File: src/rtl/uart_receiver.sv
// uart_receiver: 8N1 serial-to-parallel receive stage.
// The RX pin is double-flopped, a four-state FSM times the start, data
// and stop bits from the detected falling edge, and a completed byte is
// handed to a valid/ready output register that also reports overruns.
module uart_receiver #(
  parameter int CLOCK_FREQ = 50_000_000,
  parameter int BAUD_RATE  = 115200
) (
  input  logic       clk,
  input  logic       reset,
  input  logic       serial_in,
  output logic [7:0] data_out,
  output logic       data_out_valid,
  input  logic       data_out_ready,
  output logic       frame_error,
  output logic       overrun
);

  // Clocks per bit and the offset from the start edge to mid-start-bit.
  localparam int SYMBOL_EDGE_TIME = CLOCK_FREQ / BAUD_RATE;
  localparam int SAMPLE_TIME      = SYMBOL_EDGE_TIME / 2;
  localparam int CNT_WIDTH        = $clog2(SYMBOL_EDGE_TIME);

  // Terminal counts of the bit timer, pre-sized to the timer width.
  localparam logic [CNT_WIDTH-1:0] SYMBOL_LAST = CNT_WIDTH'(SYMBOL_EDGE_TIME - 1);
  localparam logic [CNT_WIDTH-1:0] SAMPLE_LAST = CNT_WIDTH'(SAMPLE_TIME - 1);

  typedef enum logic [1:0] {
    IDLE  = 2'd0,
    START = 2'd1,
    DATA  = 2'd2,
    STOP  = 2'd3
  } state_t;

  // ------------------------------------------------------------------
  // Input synchronizer and edge history
  // ------------------------------------------------------------------
  logic [1:0] sync_reg;
  logic       rx_s;
  logic       rx_prev_reg;

  assign rx_s = sync_reg[1];

  // Two-flop synchronizer; reset to the idle (high) line level so that a
  // reset never looks like a start edge.
  always_ff @(posedge clk) begin
    if (reset) begin
      sync_reg <= 2'b11;
    end else begin
      sync_reg <= {sync_reg[0], serial_in};
    end
  end

  // Previous synchronized level: IDLE only leaves on a genuine 1->0
  // transition, so a line held low (break) cannot retrigger a frame.
  always_ff @(posedge clk) begin
    if (reset) begin
      rx_prev_reg <= 1'b1;
    end else begin
      rx_prev_reg <= rx_s;
    end
  end

  // ------------------------------------------------------------------
  // Receive FSM
  // ------------------------------------------------------------------
  state_t               state_reg,   state_next;
  logic [CNT_WIDTH-1:0] timer_reg,   timer_next;
  logic [2:0]           bit_idx_reg, bit_idx_next;
  logic [7:0]           shift_reg,   shift_next;

  logic stop_sample;
  logic byte_ok;
  logic byte_bad;

  // State register together with the bit timer, bit index and shifter.
  always_ff @(posedge clk) begin
    if (reset) begin
      state_reg   <= IDLE;
      timer_reg   <= '0;
      bit_idx_reg <= '0;
      shift_reg   <= '0;
    end else begin
      state_reg   <= state_next;
      timer_reg   <= timer_next;
      bit_idx_reg <= bit_idx_next;
      shift_reg   <= shift_next;
    end
  end

  // Next-state logic: each state counts out its interval on the bit timer
  // and acts on the synchronized line at the terminal count.
  always_comb begin
    state_next   = state_reg;
    timer_next   = timer_reg;
    bit_idx_next = bit_idx_reg;
    shift_next   = shift_reg;

    case (state_reg)
      IDLE: begin
        if (rx_prev_reg && !rx_s) begin
          state_next = START;
          timer_next = '0;
        end
      end

      START: begin
        if (timer_reg == SAMPLE_LAST) begin
          timer_next = '0;
          if (rx_s) begin
            // Line is back high at mid-start-bit: treat it as a glitch.
            state_next = IDLE;
          end else begin
            state_next   = DATA;
            bit_idx_next = '0;
          end
        end else begin
          timer_next = timer_reg + 1'b1;
        end
      end

      DATA: begin
        if (timer_reg == SYMBOL_LAST) begin
          timer_next              = '0;
          shift_next[bit_idx_reg] = rx_s;
          if (bit_idx_reg == 3'd7) begin
            state_next = STOP;
          end else begin
            bit_idx_next = bit_idx_reg + 3'd1;
          end
        end else begin
          timer_next = timer_reg + 1'b1;
        end
      end

      STOP: begin
        // Return to IDLE at mid-stop-bit so a back-to-back start edge
        // arriving at the end of the stop bit is not missed.
        if (timer_reg == SYMBOL_LAST) begin
          state_next = IDLE;
          timer_next = '0;
        end else begin
          timer_next = timer_reg + 1'b1;
        end
      end

      default: begin
        state_next = IDLE;
        timer_next = '0;
      end
    endcase
  end

  // FSM outputs: the stop-bit sample strobe, split into good and bad.
  always_comb begin
    stop_sample = (state_reg == STOP) && (timer_reg == SYMBOL_LAST);
    byte_ok     = stop_sample && rx_s;
    byte_bad    = stop_sample && !rx_s;
  end

  // ------------------------------------------------------------------
  // Output stage
  // ------------------------------------------------------------------
  logic       byte_done_reg;
  logic       frame_bad_reg;
  logic [7:0] data_out_reg;
  logic       valid_reg;
  logic       frame_error_reg;
  logic       overrun_reg;

  // Capture the stop-bit verdict; the output register acts on it one
  // cycle later while the shifter still holds the finished byte.
  always_ff @(posedge clk) begin
    if (reset) begin
      byte_done_reg <= 1'b0;
      frame_bad_reg <= 1'b0;
    end else begin
      byte_done_reg <= byte_ok;
      frame_bad_reg <= byte_bad;
    end
  end

  // Output register and handshake: a new byte loads when the register is
  // empty or being drained this cycle; otherwise it is dropped and
  // overrun pulses. Error flags are single-cycle pulses.
  always_ff @(posedge clk) begin
    if (reset) begin
      data_out_reg    <= '0;
      valid_reg       <= 1'b0;
      frame_error_reg <= 1'b0;
      overrun_reg     <= 1'b0;
    end else begin
      frame_error_reg <= frame_bad_reg;
      overrun_reg     <= 1'b0;
      if (byte_done_reg) begin
        if (!valid_reg || data_out_ready) begin
          data_out_reg <= shift_reg;
          valid_reg    <= 1'b1;
        end else begin
          overrun_reg <= 1'b1;
        end
      end else if (valid_reg && data_out_ready) begin
        valid_reg <= 1'b0;
      end
    end
  end

  assign data_out       = data_out_reg;
  assign data_out_valid = valid_reg;
  assign frame_error    = frame_error_reg;
  assign overrun        = overrun_reg;

endmodule
File: config.mk
export PLATFORM = sky130hd
export DESIGN_NAME = uart_receiver
export DESIGN_NICKNAME = d
export VERILOG_FILES = /design/src/rtl/uart_receiver.sv
export SDC_FILE = /design/constraint.sdc
export NUM_CORES = 1
export LEC_CHECK = 0
export ABC_AREA = 1
export CAP_MARGIN = 30
export CORE_MARGIN = 3
export CORE_UTILIZATION = 56
export DETAILED_ROUTE_END_ITERATION = 12
export HOLD_SLACK_MARGIN = 0.1
export PLACE_DENSITY = 0.78
export SETUP_SLACK_MARGIN = 0.5
export SLEW_MARGIN = 5
export SYNTH_ARGS = -nofsm -noshare
export SYNTH_HDL_FRONTEND = slang
export SYNTH_SLANG_ARGS = --single-unit
File: constraint.sdc
create_clock -name clk -period 1.62 [get_ports clk]
set_input_delay 0.162 -clock clk [delete_from_list [all_inputs] [get_ports clk]]
set_output_delay 0.162 -clock clk [all_outputs]
set_load 0.01 [all_outputs]
-- After elaboration in Yosys (flattened, before gate mapping)
Index checks and enable logic that the tools add are counted.
- register bits: 38
- output and inout bits: 11
- logic and storage cells: 73
- $add $sub $neg: 2
- $lt $le $gt $ge: 2
- eq/ne operators: 14
- muxes and demuxes: 23
- bitwise logic cells: 1
- reduce and logical (&&, ||, !) cells: 19
- operators by type and width (kind ; number):
    $mux 9 ; 3
    $pmux 9 s3 ; 1
    $ne 2x2->1 const B ; 7
    $mux 2 ; 6
    $mux 3 ; 4
    $reduce_and 5->1 ; 2
    $add 9x1->9 const B ; 1
    $eq 9x8->1 const B ; 1
    $eq 9x9->1 const B ; 1
    $bwmux 8 ; 1
    $pmux 2 s4 ; 1
    $logic_and 1x1->1 ; 6
    $pmux 3 s2 ; 1
    $reduce_and 2->1 ; 3
    $mux 1 ; 5
    $eq 2x2->1 const B ; 2
    $lt 3x4->1 const B ; 1
    $reduce_bool 2->1 ; 2
    $reduce_or 2->1 ; 2
    $add 3x1->3 const B ; 1
    $demux 1 s3 ; 1
    $eq 3x3->1 const B ; 1
    $ge 3x1->1 const B ; 1
    $eq 2x1->1 const B ; 1
    5 further kinds ; 6

-- Longest topological paths before layout
- depth after elaboration: 5
- gate-level depth with buffers: 10
- depth with buffers taken out: 10

-- Least setup slack after synthesis
OpenSTA, ideal clock, no wires.
- path kind: register to register
- start: register timer_reg[0]
- end: register shift_reg[4]
- library setup time: 116 ps
- arrival: 1206 ps
- data required time: 1504 ps
- path slack: 298 ps
- cell stages (with the launch flop): 10
- path buffers: 1
- clock period less this slack: 1322 ps
- cell sequence: dfxtp_1 > ha_1 > nand2_1 > nor2_4 > nand2_4 > nor2_8 > buf_8 > nand3_1 > nand2_1 > a21oi_1
- cells in the longest elaborated chain, start to end: 2
- ends and longest elaborated chain (item ; line ; source):
    start, declared ; 68 ; logic [CNT_WIDTH-1:0] timer_reg, timer_next;
    start signal, assigned ; 85 ; timer_reg <= timer_next;
    $eq 9x9->1 ; 123 ; if (timer_reg == SYMBOL_LAST) begin
    $reduce_and 2->1 (no source line) ; - ;
    end signal, assigned ; 87 ; shift_reg <= shift_next;
    end, declared ; 70 ; logic [7:0] shift_reg, shift_next;
No other way between the ends.
A chain may end at the register's enable or synchronous reset.

-- Final worst setup path
- start: register bit_idx_reg[1]
- end: register bit_idx_reg[2]
- cells in the longest elaborated chain, start to end: 4
- elaborated cells between the ends (all ways): 7
- those cells by class: add/sub (1); eq/ne (2); mux (3); reduce/logical (1)
- ends and longest elaborated chain (item ; line ; source):
    start, declared ; 69 ; logic [2:0] bit_idx_reg, bit_idx_next;
    start signal, assigned ; 86 ; bit_idx_reg <= bit_idx_next;
    $add 3x1->3 ; 129 ; bit_idx_next = bit_idx_reg + 3'd1;
    $mux 3 ; 126 ; if (bit_idx_reg == 3'd7) begin
    $mux 3 ; 123 ;
    $pmux 3 s2 ; 99 ; case (state_reg)
Several ways; a longest one is shown, not always the timed one. The select of a mux whose other input is x is not followed.

==> metrics.md <==
| Metric | Value |
|---|---|
| Port Buffers | `14` |
| Number of synthesized flops with an enable pin | `0` |
| I/O pin count | `15` |
| Final ANT Viol Nets | `0` |
| Setup-violating endpoint count in the final report | `0` |
| Static Leak | `0.929 nW` |
| Worst-path fanout max | `3` |
| Highest clock rate | `0.694 GHz` |
| Die area | `~3900 sq um` |
| # DRC | `0` |
| Dpl hpwl | `2.40 mm` |
| CP startpoint | `bit_idx_reg[1]$_SDFFE_PP0P_` |
| Rows | `19` |
| Top-area cell type share of the netlist area | `between 40 and 50%` |
| DR vias | `1714` |
| Routed len/inst | `13.8 um` |
| Setup TNS | `0 ns` |
| Min-delay worst type | `primary input to register` |
| Worst-Margin Slew | `0.487 ns` |
| Share of the yosys chip area belonging to registers | `43.2%` |
| Total gr overflow | `0` |
| Initial DRC count | `136` |
| CTS tree | `built` |
| Top FF cell, synth | `dfxtp_1` |
| Largest register FFs | `9` |
| CTS Sinks | `38` |
| CP endpoint kind | `register` |
| Crit path kind | `register to register` |
| Status | `finished, final reports clean` |
| CTS max path bufs | `2` |
| FF-to-FF path depth | `9` |
| Ys async rst share | `0%` |
| DR vias/cell | `5.41` |
| Netlist cell types | `25` |
| Cell area after synthesis | `1760 sq um` |
| Slew Viols, Final | `0` |
| Hold_sp | `serial_in` |
| Clock Latency Late Sink | `0.34 ns` |
| Starting density of the core | `around 60%` |
| Max Clock Skew | `~0.011 ns` |
| Crit path buffers/inverters | `1` |
| H-tree depth | `2` |
| CP Depth | `9` |
| Vias in the first global route | `1644` |
| Nets | `284` |
| Detailed Routing Iterations Pass 1 | `4` |
| Diode count | `0` |
| Largest net degree at the start of global routing | `16` |
| DRT Wirelength | `roughly 4.4 mm` |
| Post-synth top cells | `nand2_1, dfxtp_1, nor2_1, inv_1, a21oi_1` |
| Critical-path cell list | `ha_4, ha_2, inv_1, nand2_2, o21ai_2, nand2_4, nor2_4, nand2_1, a21oi_1` |
| Clock root buffer | `clkbuf_4` |
| Relative slew slack | `between 60 and 70%` |
| Yosys warnings | `0` |
| Synth top area cells | `dfxtp_1, nand2_1, nor2_1, a21oi_1, inv_1` |
| Max-cap viol count | `0` |
| Most frequent cell after synthesis | `nand2_1` |
| Antenna violations before repair | `0` |
| Global-route wire length before repair | `7.40 mm` |
| R2R Path Start | `bit_idx_reg[1]$_SDFFE_PP0P_` |
| Peak VDD IR | `640 uV` |
| Layout area overhead | `31.2%` |
| Max stage delay cell, worst path | `dfxtp_4` |
| Worst-path clk slew | `0.11 ns` |
| Die X-Extent | `62.1 um` |
| Die Y | `62.1 um` |
| WP data required | `roughly 1.9 ns` |
| Post-placement cell count | `between 200 and 300` |
| Total track usage | `23.2%` |
| Pwr dens | `818 nW/um^2` |
| Share of post-route cells with drive strength above 1 | `33.5%` |
| Synth Net Count | `251` |
| Inserted Clock Buffers | `5` |
| Top Family by Delay on Critical Path | `flip-flops` |
| Data arrival time of the critical path | `around 1.7 ns` |
| Fin. Hold Viols | `0` |
| Fin crit period | `1.44 ns` |
| Max incr delay on CP | `between 0.3 and 0.4 ns` |
| Synthesized instance count | `242` |
| Core Area | `around 2900 sq um` |
| Cell Count, Final, Fillers Out | `317` |
| RD Place Congestion | `0.869` |
| Seq cells post-synth | `38` |
| Post-synth top area cell | `dfxtp_1` |
| CP startpoint kind | `register` |
| Final worst-path cycle share | `89.0%` |
| RSZ-0062 raised after global routing | `true` |
| Avg Cell Area, Syn | `between 7 and 8 sq um` |
| Hold path depth | `2` |
| Hold Slack | `0.377 ns` |
logic make-up (layout without fill, tap and decap cells):
kind of cell    after synthesis  in the layout  synth area share, %
simple gates                125            126                 32.6
xor+xnor                      1              1                0.497
buf+inv                      35             67                 9.37
compound gates               38             38                 10.8
flops                        38             38                 43.2
fa+ha+maj                     5              5                 3.55
worst register-to-register path, stage by stage (launching register included):
cell and delay (ns):
dfxtp_4 0.37, ha_4 0.15, ha_2 0.15, inv_1 0.05
nand2_2 0.07, o21ai_2 0.15, nand2_4 0.09, nor2_4 0.11
nand2_1 0.08, a21oi_1 0.15
cells in the final DEF (no fill, tap or decap), types with 2 or more instances in the layout:
| cell | n |
|---|---|
| nand2_1 | 44 |
| nor2_1 | 29 |
| dfxtp_1 | 29 |
| inv_1 | 19 |
| a21oi_1 | 17 |
| buf_4 | 14 |
| o21ai_0 | 12 |
| nand3_1 | 10 |
| nand4_1 | 8 |
| nand2_2 | 7 |
| inv_2 | 7 |
| dfxtp_2 | 7 |
| nand2_4 | 6 |
| clkbuf_2 | 6 |
| nor2_2 | 5 |
| a21oi_2 | 5 |
| clkbuf_4 | 5 |
| nor2_4 | 4 |
| nand3_2 | 4 |
| ha_4 | 4 |
| clkdlybuf4s15_1 | 4 |
| o21ai_2 | 3 |
| nor3_1 | 3 |
| clkdlybuf4s50_1 | 3 |
| inv_4 | 2 |
| or2_2 | 2 |
| nand3b_1 | 2 |
| dfxtp_4 | 2 |
| buf_6 | 2 |
metal layers:
layer  global-route usage (%)  vias up  wire length [um]
met3                     5.95       15               309
li1                         -      842                 -
met5                        0        -                 0
met4                     8.29        0               117
met2                     36.7       85              2070
met1                     30.7      772              1880
worst paths after layout:
path                                               endpoint  slack [ns]
worst max-delay path            bit_idx_reg[2]$_SDFFE_PP0P_        0.18
worst min-delay path                 sync_reg[0]$_SDFF_PP1_        0.38
worst max register to register  bit_idx_reg[2]$_SDFFE_PP0P_        0.18
worst min register to register       frame_error$_SDFF_PP0_        0.41
power breakdown:
part	internal, W	total, W	switching [W]	leakage (nW)
combinational	0.0000958	0.000256	0.000160	0.573
sequential	0.000949	0.000974	0.0000247	0.312
clock	0.000359	0.000661	0.000302	0.0443
final cells by class:
type	instances	area (sq um)
clock buffer	6	51.3
sequential	38	777
tap	42	52.6
inverter	29	119
fill	194	564
clock inverter	1	30.0
timing repair buffer	31	256
multi-input combinational	170	1030
repair_timing:
item	CTS	global route
resized for setup	43	38
pin swaps	13	10
setup endpoints to repair	34	41
hold buffers	0	0
setup buffers	10	2
gates cloned	1	0
through the flow:
stage | setup slack, ns | area, sq um | util (%) | power, W
2_1_floorplan | 0.357 | 1800 | - | 0.00111
3_3_place_gp | 0.269 | 1970 | 68.6 | 0.00115
3_5_place_dp | 0.225 | 1970 | 68.6 | 0.00116
4_1_cts | 0.258 | 2260 | 78.4 | 0.00188
5_1_grt | 0.107 | 2310 | 80.4 | 0.00197
6_report | 0.178 | 2310 | 80.4 | 0.00189
No activity file was read; power rests on OpenSTA's default activity.
